File: src/rtl/fsm_seq_pkg.sv
// Shared definitions for the fsm_seq serial-stream blocks.
// State encodings and a counter-width helper.
package fsm_seq_pkg;

  typedef enum logic {
    ST_IDLE  = 1'b0,
    ST_SHIFT = 1'b1
  } ser_state_t;

  // Bits needed to count down from w-1; never narrower than one bit
  function automatic int ctr_w(input int w);
    return (w <= 2) ? 1 : $clog2(w);
  endfunction

endpackage

File: src/rtl/seq_bit_ctr.sv
// Loadable down-counter with a zero flag.
// Load has priority; decrement stops at zero.
module seq_bit_ctr #(
  parameter int W = 3
) (
  input  logic         clk,
  input  logic         rst,
  input  logic         en,
  input  logic         load,
  input  logic [W-1:0] load_val,
  output logic [W-1:0] cnt,
  output logic         zero
);

  assign zero = (cnt == '0);

  // Count register: reload, or step down while enabled and nonzero
  always_ff @(posedge clk) begin
    if (rst) begin
      cnt <= '0;
    end else if (load) begin
      cnt <= load_val;
    end else if (en && !zero) begin
      cnt <= cnt - 1'b1;
    end
  end

endmodule

File: src/rtl/seq_serializer.sv
// Parallel-to-serial front end for the bit-serial detectors.
// Valid/ready word input, one bit out per enabled clock.
module seq_serializer
  import fsm_seq_pkg::*;
#(
  parameter int WIDTH     = 8,
  parameter bit MSB_FIRST = 1'b1
) (
  input  logic             clk,
  input  logic             rst,
  input  logic             en,
  input  logic [WIDTH-1:0] s_data,
  input  logic             s_valid,
  output logic             s_ready,
  output logic             dout,
  output logic             dout_vld,
  output logic             dout_last,
  output logic             busy
);

  localparam int CW = ctr_w(WIDTH);
  localparam logic [CW-1:0] LAST_IDX = CW'(WIDTH - 1);

  ser_state_t       state;
  logic [WIDTH-1:0] sreg;
  logic [WIDTH-1:0] sreg_shift;
  logic [CW-1:0]    cnt;
  logic             cnt_zero;
  logic             shifting;
  logic             accept;
  logic             ctr_dec;

  assign shifting = (state == ST_SHIFT);

  // Ready in IDLE, or on the last bit so the next word follows gap-free
  assign s_ready = !rst && en && (!shifting || cnt_zero);
  assign accept  = s_valid && s_ready;
  assign ctr_dec = en && shifting && !cnt_zero;

  assign sreg_shift = MSB_FIRST ? {sreg[WIDTH-2:0], 1'b0}
                                : {1'b0, sreg[WIDTH-1:1]};

  // Outputs come straight from state/shift/counter registers
  assign dout      = shifting && (MSB_FIRST ? sreg[WIDTH-1] : sreg[0]);
  assign dout_vld  = shifting;
  assign dout_last = shifting && cnt_zero;
  assign busy      = shifting;

  seq_bit_ctr #(
    .W(CW)
  ) u_bit_ctr (
    .clk     (clk),
    .rst     (rst),
    .en      (ctr_dec),
    .load    (accept),
    .load_val(LAST_IDX),
    .cnt     (cnt),
    .zero    (cnt_zero)
  );

  // Control FSM and shift register; en=0 freezes everything
  always_ff @(posedge clk) begin
    if (rst) begin
      state <= ST_IDLE;
      sreg  <= '0;
    end else if (en) begin
      case (state)
        ST_IDLE: begin
          if (s_valid) begin
            sreg  <= s_data;
            state <= ST_SHIFT;
          end
        end
        ST_SHIFT: begin
          if (!cnt_zero) begin
            sreg <= sreg_shift;
          end else if (s_valid) begin
            sreg <= s_data;
          end else begin
            state <= ST_IDLE;
          end
        end
        default: state <= ST_IDLE;
      endcase
    end
  end

endmodule

File: config.mk
export PLATFORM = sky130hd
export DESIGN_NAME = seq_serializer
export DESIGN_NICKNAME = d
export VERILOG_FILES = /design/src/rtl/fsm_seq_pkg.sv /design/src/rtl/seq_bit_ctr.sv /design/src/rtl/seq_serializer.sv
export SDC_FILE = /design/constraint.sdc
export NUM_CORES = 1
export LEC_CHECK = 0
export BUFFER_PORTS_ARGS = -buffer_cell sky130_fd_sc_hd__buf_2
export CAP_MARGIN = 0
export CORE_AREA = 2 2 39 41
export CTS_BUF_LIST = sky130_fd_sc_hd__clkbuf_8
export DETAILED_ROUTE_END_ITERATION = 10
export DIE_AREA = 0 0 41 43
export PLACE_DENSITY = 0.79
export SYNTH_ARGS = -nofsm -noshare
export SYNTH_HDL_FRONTEND = slang
export SYNTH_HIERARCHICAL = 1
export SYNTH_SLANG_ARGS = --single-unit
File: constraint.sdc
create_clock -name clk -period 3 [get_ports clk]
set_input_delay 0.15 -clock clk [delete_from_list [all_inputs] [get_ports clk]]
set_output_delay 0.15 -clock clk [all_outputs]
set_load 0.01 [all_outputs]
==> flow_metrics.env, run 1 <==
export IMPL_status="completed"
export IMPL_crit_path_start_kind="flop"
export IMPL_finalMaxSlewViolations=0
export IMPL_leakage_uw=0.000348
export IMPL_synth_yosys_seq_area_share_pct=36.3
export IMPL_peakVddDrop_mv=0.255
export IMPL_core_mm2=0.00138
export IMPL_number_of_drc_markers_after_the_initial_detailed_route_iteration=16
export IMPL_h_tree_depth=1
export IMPL_clock_root_buffer="clkbuf_8"
export IMPL_grt_antenna_before_repair=0
export IMPL_route_vias_total=572
export IMPL_post_synth_most_frequent_cells="dfxtp_1, inv_1, a21oi_2, o221a_2"
export IMPL_highest_signal_layer="met4"
export IMPL_synthesis_yosys_warnings=6
export IMPL_final_setup_worst_slack_ps=959
export IMPL_num_fill_cells=128
export IMPL_die_y_um=43
export IMPL_synthToLayoutAreaGrowth_pct=21.0
export IMPL_ys_dominant_reg_cell="dfxtp_1"
export IMPL_core_util_final_pct=57.9
export IMPL_top_level_ports=17
export IMPL_wl_met2_um=626
export IMPL_post_synth_num_cell_types=26
export IMPL_die_width_um=41
export IMPL_drt_met1_wl_um=592
export IMPL_rsz_0062_raised_after_global_routing="no"
export IMPL_syn_instance_count=72
export IMPL_multi_input_area_um2=364
export IMPL_post_detailed_route_drc_marker_count=0
export IMPL_routed_wirelength_mm=1.30
export IMPL_ant_nets=0
export IMPL_power_per_cell_area_mw_per_mm2=508
export IMPL_required_ps=3160
export IMPL_hold_viol_final=0
export IMPL_mean_instance_size_in_the_synthesized_netlist_um2=9.19
export IMPL_synth_top_cell_area_share_pct=36.3
export IMPL_setup_tns_ps=0
export IMPL_cts_buffers_inserted=3
export IMPL_floorplan_die_area_mm2=0.00176
export IMPL_timing_final_crit_period_ps=2040
export IMPL_worst_setup_hold_path_clk_slew_ps=50
export IMPL_cts_num_sinks=12
export IMPL_synth_async_reset_ratio_pct=0
export IMPL_crit_path_end_kind="flop"
export IMPL_diodes=0
export IMPL_wl_met3_um=70
export IMPL_cts_buffer_depth=2
export IMPL_post_route_cells_drive_above_1_share_pct=40.7
export IMPL_pre_cts_ws_ps=993
export IMPL_portBuffers=16
export IMPL_routed_wire_length_per_instance_um=12.1
export IMPL_worst_endpoint_arrival_ps=2200
export IMPL_cts_hold_buffers_added=0
export IMPL_final_cell_count_without_fillers=107
export IMPL_report_final_setup_viol=0
export IMPL_largest_net_degree_at_the_start_of_global_routing=15
export IMPL_yosys_cell_count_top_type="dfxtp_1"
export IMPL_detail_route_first_pass_iterations=4
export IMPL_most_area_consuming_cells_after_synthesis="dfxtp_1, o221a_2, a21oi_2"
export IMPL_dpl_hpwl_um=914
export IMPL_max_freq_ghz=0.490
export IMPL_synth_edf_count=0
export IMPL_globalplace_congestion=0.789
export IMPL_grt_first_pass_wirelength_mm=2.10
export IMPL_vias_per_cell=5.35
export IMPL_tritoncts="yes"
export IMPL_clk_insertion_delay_late_ps=240
export IMPL_grt_pass1_vias=526
export IMPL_clock_skew_final_ps=3.63
export IMPL_worst_setup_path_type="flop to flop"
export IMPL_sequential_cell_area_um2=240
export IMPL_cap_violations=0
export IMPL_synth_area_leader_cell="dfxtp_1"
export IMPL_cts_setup_buffers=0
export IMPL_final_min_period_over_clock_period_pct=68.0
export IMPL_syn_area_um2=662
export IMPL_cp_max_fo=8
export IMPL_post_cts_resize_count=0
export IMPL_std_cell_rows=14
export IMPL_num_nets_final=106
export IMPL_hold_wc_path_type="input pin to flop"
export IMPL_place_detailed_instances=103
export IMPL_floorplan_initialDensity_pct=47.8
export IMPL_global_route_usage_total_pct=17.3
export IMPL_holdWs_ps=189
export IMPL_synth_seq_cells=12
export IMPL_grt_overflow=0
-- kinds of logic after synthesis --
| group | count (synthesis) | share of synthesized area, % |
|---|---|---|
| other | 1 | 0.567 |
| adder cells (fa/ha/maj) | 2 | 3.78 |
| buffers and inverters | 14 | 9.83 |
| AO/OA/AOI/OAI | 22 | 28.7 |
| flip-flops | 12 | 36.3 |
| XOR/XNOR | 1 | 1.32 |
| AND/OR/NAND/NOR | 20 | 19.5 |
-- registers in the layout, indices dropped and copies added (netlist names) --
signal and flops:
busy 1, u_bit_ctr/cnt 3, sreg 8
-- layout make-up --
| class | count | share of cell area (%) |
|---|---|---|
| repair buffers | 16 | 10.0 |
| inverters | 11 | 5.16 |
| flip-flops and latches | 12 | 30.0 |
| clock buffers | 4 | 6.87 |
| multi-input cells | 48 | 45.5 |
| well taps | 16 | 2.50 |
-- path summary, 6_finish.rpt --
path	depth (start not counted)	slack, ps	startpoint	to
max	7	960	u_bit_ctr/cnt[0]	u_bit_ctr/cnt[1]
min	2	190	s_data[7]	sreg[7]
max reg2reg	7	960	u_bit_ctr/cnt[0]	u_bit_ctr/cnt[1]
min reg2reg	2	500	sreg[0]	sreg[0]
-- critical path, cell delays in order, from the launching register on --
cell	delay [ps]
dfxtp_1	340
inv_1	50
ha_1	190
ha_1	220
and3b_1	540
nand2b_4	130
or3_1	320
a31oi_1	180
-- report_power, final --
group | internal (uW) | total [uW] | switching (uW)
Combinational | 27.6 | 56.2 | 28.6
Sequential | 170 | 176 | 6.18
Clock | 116 | 174 | 58.5
Total | 313 | 407 | 93.3
-- placed cells by master (no fill, tap or decap) --
cell	instances
a21oi_1	2
a21oi_2	7
a31oi_1	3
and2_1	2
and3b_1	1
buf_2	16
clkbuf_8	4
conb_1	3
dfxtp_1	12
ha_1	2
inv_1	11
nand2_1	3
nand2b_1	3
nand2b_4	1
nand3_2	1
nand3b_1	2
nand4_1	1
nor2_1	2
nor2b_1	1
o21a_1	1
o21a_2	1
o21ai_0	1
o221a_2	7
or3_1	3
xnor2_1	1
-- per-stage QoR --
| step | area [um^2] | power [uW] |
|---|---|---|
| global route | 801 | 425 |
| detailed placement | 746 | 235 |
| floorplan | 669 | 217 |
| finish | 801 | 407 |
| CTS | 801 | 411 |
| global placement | 746 | 233 |
-- per-layer routing --
metal,track usage [%],vias up
met5,0,-
met1,20.8,261
met3,5.24,2
met4,6.67,0
li1,-,289
met2,27.5,20
Note: power is estimated with default switching activity, not from simulation.
==> inputs of run 2 (changes only) <==
--- a/config.mk
+++ b/config.mk
@@ -7,10 +7,9 @@
 export LEC_CHECK = 0
 export BUFFER_PORTS_ARGS = -buffer_cell sky130_fd_sc_hd__buf_2
 export CAP_MARGIN = 0
-export CORE_AREA = 2 2 39 41
+export CORE_UTILIZATION = 48
 export CTS_BUF_LIST = sky130_fd_sc_hd__clkbuf_8
 export DETAILED_ROUTE_END_ITERATION = 10
-export DIE_AREA = 0 0 41 43
 export PLACE_DENSITY = 0.79
 export SYNTH_ARGS = -nofsm -noshare
 export SYNTH_HDL_FRONTEND = slang
==> constraint.sdc (replaced) <==
create_clock -name clk -period 1.7 [get_ports clk]
set_input_delay 0.085 -clock clk [delete_from_list [all_inputs] [get_ports clk]]
set_output_delay 0.085 -clock clk [all_outputs]
set_load 0.01 [all_outputs]
==> run 2 against run 1 <==
Net effect: routed wire length up 12%; core utilization up 9.3 points; cell area up 7.8%; global-route usage up 3.8 points; clock skew down 2.2 ps; critical path depth up 1; clock-buffer cell count unchanged.
==> flow_metrics.env, run 2 (synthesis gave the netlist of run 1 again) <==
export IMPL_status="completed"
export IMPL_worst_endpoint_arrival_ps=1820
export IMPL_top_level_ports=17
export IMPL_num_fill_cells=96
export IMPL_report_final_setup_viol=0
export IMPL_detail_route_first_pass_iterations=4
export IMPL_cts_hold_buffers_added=0
export IMPL_crit_path_start_kind="flop"
export IMPL_cpPeakStageDelay_ps=350
export IMPL_die_y_um=39.1
export IMPL_final_min_period_over_clock_period_pct=97.3
export IMPL_cts_buffer_depth=2
export IMPL_cts_setup_buffers=0
export IMPL_postLayoutCellArea_um2=863
export IMPL_cts_buffers_inserted=3
export IMPL_rrSetupSlack_ps=50
export IMPL_clock_root_buffer="clkbuf_8"
export IMPL_max_flop_register="sreg"
export IMPL_core_mm2=0.00128
export IMPL_vias_per_cell=5.50
export IMPL_largest_net_degree_at_the_start_of_global_routing=14
export IMPL_grt_overflow=0
export IMPL_post_route_cells_drive_above_1_share_pct=50.0
export IMPL_globalplace_congestion=0.626
export IMPL_crit_path_end_kind="flop"
export IMPL_dpl_hpwl_um=937
export IMPL_cts_num_sinks=12
export IMPL_cap_violations=0
export IMPL_post_detailed_route_drc_marker_count=0
export IMPL_holdWs_ps=119
export IMPL_required_ps=1860
export IMPL_hold_viol_final=0
export IMPL_cp_startpoint="u_bit_ctr/cnt[0]"
export IMPL_place_area_um2=779
export IMPL_routed_wire_length_per_instance_um=13.3
export IMPL_critical_path_slowest_cell="or3_1"
export IMPL_peakVddDrop_mv=0.558
export IMPL_hold_wc_path_type="input pin to flop"
export IMPL_die_width_um=39.1
export IMPL_tritoncts="yes"
export IMPL_max_freq_ghz=0.605
export IMPL_largest_reg_flops=8
export IMPL_clock_skew_final_ps=1.47
export IMPL_grt_pass1_vias=542
export IMPL_final_cell_count_without_fillers=109
export IMPL_diodes=0
export IMPL_highest_count_cells_in_the_layout_ignoring_fill_and_taps="buf_2, inv_1, dfxtp_1"
export IMPL_worst_setup_hold_path_clk_slew_ps=50
export IMPL_routed_wirelength_mm=1.45
export IMPL_critical_path_endpoint="u_bit_ctr/cnt[2]"
export IMPL_finalMaxSlewViolations=0
export IMPL_power_per_cell_area_mw_per_mm2=858
export IMPL_worst_setup_path_type="flop to flop"
export IMPL_h_tree_depth=1
export IMPL_portBuffers=16
export IMPL_synthToLayoutAreaGrowth_pct=30.4
export IMPL_ant_nets=0
export IMPL_timing_critical_path_max_delay_family="simple AND/OR/NAND/NOR gates"
export IMPL_mostFrequentLayoutCell="buf_2"
export IMPL_cp_depth=8
export IMPL_num_nets_final=109
export IMPL_reg2reg_to="u_bit_ctr/cnt[2]"
export IMPL_clk_insertion_delay_late_ps=240
export IMPL_r2r_worst_path_cells=8
export IMPL_floorplan_die_area_mm2=0.00153
export IMPL_timing_final_crit_period_ps=1650
export IMPL_leakage_uw=0.000373
export IMPL_place_detailed_instances=105
export IMPL_critical_path_cell_list="inv_1, ha_2, ha_4, nand2b_4, nand3_4, nor2_4, or3_1, a31oi_1"
export IMPL_route_vias_total=600
export IMPL_floorplan_initialDensity_pct=51.5
export IMPL_reg2reg_from="u_bit_ctr/cnt[0]"
export IMPL_global_route_usage_total_pct=21.1
export IMPL_worstPathBufferInverterCount=1
export IMPL_number_of_drc_markers_after_the_initial_detailed_route_iteration=7
export IMPL_std_cell_rows=13
export IMPL_cp_max_fo=8
export IMPL_power_total_uw=741
export IMPL_grt_first_pass_wirelength_mm=2.17
export IMPL_grt_antenna_before_repair=0
[run 2: changes by cell type in the layout (fill, tap and decap cells not counted), moves of 2 or more]
cell | before | now
buf_4 | 0 | 3
dfxtp_2 | 0 | 2
dfxtp_1 | 12 | 10
ha_1 | 2 | 0
[run 2: what timing repair did]
action	CTS	global route
pin swaps	1	4
resized for setup	1	6
cloned	0	0
setup endpoints to repair	2	2
[run 2: routing by layer]
layer	global-route usage [%]	wire length, um	up-vias
met5	0	0	-
met4	10.3	19	0
met3	5.20	50	4
met2	34.6	739	14
met1	25.3	638	290
li1	-	-	292
[run 2: how the worst min path moves through the flow]
stage	start	cells after the start	slack, ps	to
global placement	s_data[1]	2	360	sreg[1]
CTS	s_data[1]	2	120	sreg[1]
global route	s_data[2]	2	120	sreg[2]
finish	s_data[1]	2	120	sreg[1]
detailed placement	s_data[1]	2	370	sreg[1]
floorplan	rst	1	150	u_bit_ctr/cnt[1]
[run 2: layout make-up]
cell class                      count  area, um^2  share of cell area [%]
Tap cell                           15        18.8                    2.17
Sequential cell                    12         243                    28.1
Timing Repair Buffer               19         103                    11.9
Inverter                           11        41.3                    4.78
Multi-Input combinational cell     48         403                    46.7
Clock buffer                        4        55.1                    6.38
[run 2: report_power, final]
group	switching [uW]	internal, uW	total [uW]
Clock	108	205	312
Combinational	56.6	59.5	116
Sequential	12.1	300	312
[run 2: through the flow]
step / worst slack [ps] / TNS [ps] / util (%)
CTS: 5.93 / 0 / 65.0
finish: 46.7 / 0 / 67.2
detailed placement: 8.83 / 0 / 60.7
floorplan: 25.5 / 0 / -
global route: -7.65 / -12.4 / 67.2
global placement: 47.3 / 0 / 60.7
[run 2: worst register-to-register path: cells and delay by family, from the launching register on]
kind            cells  cell delay, ps
simple gates        4             660
fa+ha+maj           2             350
flops               1             330
compound gates      1             190
buf+inv             1              40
==> inputs of run 3 (changes only) <==
--- a/config.mk
+++ b/config.mk
@@ -7,10 +7,12 @@
 export LEC_CHECK = 0
 export BUFFER_PORTS_ARGS = -buffer_cell sky130_fd_sc_hd__buf_2
 export CAP_MARGIN = 0
-export CORE_UTILIZATION = 48
+export CORE_AREA = 2 2 39 41
 export CTS_BUF_LIST = sky130_fd_sc_hd__clkbuf_8
 export DETAILED_ROUTE_END_ITERATION = 10
+export DIE_AREA = 0 0 41 43
 export PLACE_DENSITY = 0.79
+export RECOVER_POWER = 100
 export SYNTH_ARGS = -nofsm -noshare
 export SYNTH_HDL_FRONTEND = slang
 export SYNTH_HIERARCHICAL = 1
==> constraint.sdc (replaced) <==
create_clock -name clk -period 1.77 [get_ports clk]
set_input_delay 0.0885 -clock clk [delete_from_list [all_inputs] [get_ports clk]]
set_output_delay 0.0885 -clock clk [all_outputs]
set_load 0.01 [all_outputs]
==> run 3 against run 2 <==
Net effect: setup slack better by 19 ps; worst hold slack better by 5.8 ps; routed wire length down 1.0%; largest power group unchanged.
==> flow_metrics.env, run 3 (synthesis gave the netlist of run 1 again) <==
export IMPL_die_y_um=43
export IMPL_final_cell_count_without_fillers=112
export IMPL_detail_route_first_pass_iterations=4
export IMPL_routed_wire_length_per_instance_um=12.8
export IMPL_crit_path_end_kind="flop"
export IMPL_post_route_cells_drive_above_1_share_pct=36.5
export IMPL_crit_path_start_kind="flop"
export IMPL_post_detailed_route_drc_marker_count=0
export IMPL_worst_setup_hold_path_clk_slew_ps=50
export IMPL_max_flop_register="sreg"
export IMPL_p_seq_share_pct=43.0
export IMPL_h_tree_depth=1
export IMPL_grt_overflow=0
export IMPL_timing_final_crit_period_ps=1700
export IMPL_worst_endpoint_arrival_ps=1870
export IMPL_core_util_final_pct=59.3
export IMPL_vias_per_cell=5.18
export IMPL_top_level_ports=17
export IMPL_rsz_0062_raised_after_global_routing="no"
export IMPL_route_vias_total=580
export IMPL_clk_insertion_delay_late_ps=240
export IMPL_cts_setup_buffers=0
export IMPL_portBuffers=16
export IMPL_number_of_drc_markers_after_the_initial_detailed_route_iteration=12
export IMPL_cpPeakStageDelay_ps=330
export IMPL_peakVddDrop_mv=0.412
export IMPL_std_cell_rows=14
export IMPL_hold_viol_final=0
export IMPL_routed_wirelength_mm=1.43
export IMPL_global_route_usage_total_pct=18.9
export IMPL_netSwitchingPower_uw=158
export IMPL_leakage_uw=0.000358
export IMPL_num_nets_final=111
export IMPL_status="completed"
export IMPL_holdWs_ps=125
export IMPL_report_final_setup_viol=0
export IMPL_final_min_period_over_clock_period_pct=96.3
export IMPL_highest_count_cells_in_the_layout_ignoring_fill_and_taps="inv_1, dfxtp_1, buf_2"
export IMPL_clock_root_buffer="clkbuf_8"
export IMPL_grt_antenna_before_repair=0
export IMPL_globalplace_congestion=0.803
export IMPL_synthToLayoutAreaGrowth_pct=24.0
export IMPL_cp_max_fo=5
export IMPL_hold_wc_path_type="input pin to flop"
export IMPL_p_comb_share_pct=14.8
export IMPL_floorplan_die_area_mm2=0.00176
export IMPL_grt_pass1_vias=548
export IMPL_largest_reg_flops=8
export IMPL_grt_first_pass_wirelength_mm=2.19
export IMPL_cts_buffer_depth=2
export IMPL_worst_setup_path_type="flop to flop"
export IMPL_critical_path_slowest_cell="dfxtp_2"
export IMPL_cts_buffers_inserted=3
export IMPL_core_mm2=0.00138
export IMPL_r2r_worst_path_cells=7
export IMPL_finalMaxSlewViolations=0
export IMPL_critical_path_cell_list="inv_1, ha_1, ha_2, and3b_1, nand2b_4, or3_1, a31oi_1"
export IMPL_hold_path_depth=2
export IMPL_required_ps=1940
export IMPL_max_freq_ghz=0.587
export IMPL_power_total_uw=696
export IMPL_diodes=0
export IMPL_pwr_share_clk_pct=42.2
export IMPL_power_report_internal_total_uw=538
export IMPL_cap_violations=0
export IMPL_dpl_hpwl_um=952
export IMPL_power_per_cell_area_mw_per_mm2=848
export IMPL_floorplan_initialDensity_pct=47.8
export IMPL_cts_num_sinks=12
export IMPL_place_detailed_instances=108
export IMPL_largest_net_degree_at_the_start_of_global_routing=14
export IMPL_die_width_um=41
export IMPL_setup_tns_ps=0
export IMPL_ant_nets=0
export IMPL_switching_share_pct=22.7
export IMPL_clock_skew_final_ps=3.41
export IMPL_tritoncts="yes"
==> run 3: cell count changes in the layout (fill, tap and decap cells not counted), sizes merged <==
cell,change
buf,-4
clkbuf,+6
==> run 3: final timing paths <==
path / start / to / slack (ps)
min reg2reg: sreg[0] / sreg[0] / 500
min: s_data[7] / sreg[7] / 120
max reg2reg: u_bit_ctr/cnt[0] / u_bit_ctr/cnt[2] / 70
max: u_bit_ctr/cnt[0] / u_bit_ctr/cnt[2] / 70
==> run 3: routing by layer <==
| layer | global-route usage, % | routed length (um) | up-vias |
|---|---|---|---|
| li1 | - | - | 299 |
| met1 | 21.2 | 658 | 258 |
| met2 | 29.7 | 656 | 17 |
| met3 | 4.71 | 70 | 6 |
| met4 | 12.0 | 46 | 0 |
| met5 | 0 | 0 | - |
==> run 3: power by group through the flow <==
stage	clock (uW)	combinational [uW]	sequential, uW
after detailed placement	0	103	304
after CTS	300	108	299
after floorplan	0	65.8	302
after global routing	315	114	302
final	294	103	299
after global placement	0	101	303
==> run 3: repair_timing <==
item	4_1_cts	5_1_grt
pin swaps	0	1
hold buffers	0	0
setup endpoints to repair	2	2
gates resized for setup	2	2
==> run 3: layout make-up <==
cell class	count	area, um^2
sequential	12	241
multi-input combinational	48	354
tap	16	20.0
clock buffer	4	55.1
inverter	11	41.3
timing repair buffer	21	109
fill	130	563
==> run 3: worst max-delay path: cells and delay by family, from the launching register on <==
family	cells	cell delay (ps)
AOI/OAI and AO/OA	1	160
adders and majority gates	2	390
DFF	1	330
and+or+nand+nor	3	700
buffers and inverters	1	50
==> run 3: metrics by stage <==
stage | area (um^2) | setup WS [ps]
global placement | 783 | 71.0
floorplan | 669 | 4.48
global route | 821 | 14.6
detailed placement | 783 | -21.9
finish | 821 | 65.4
CTS | 848 | 23.9
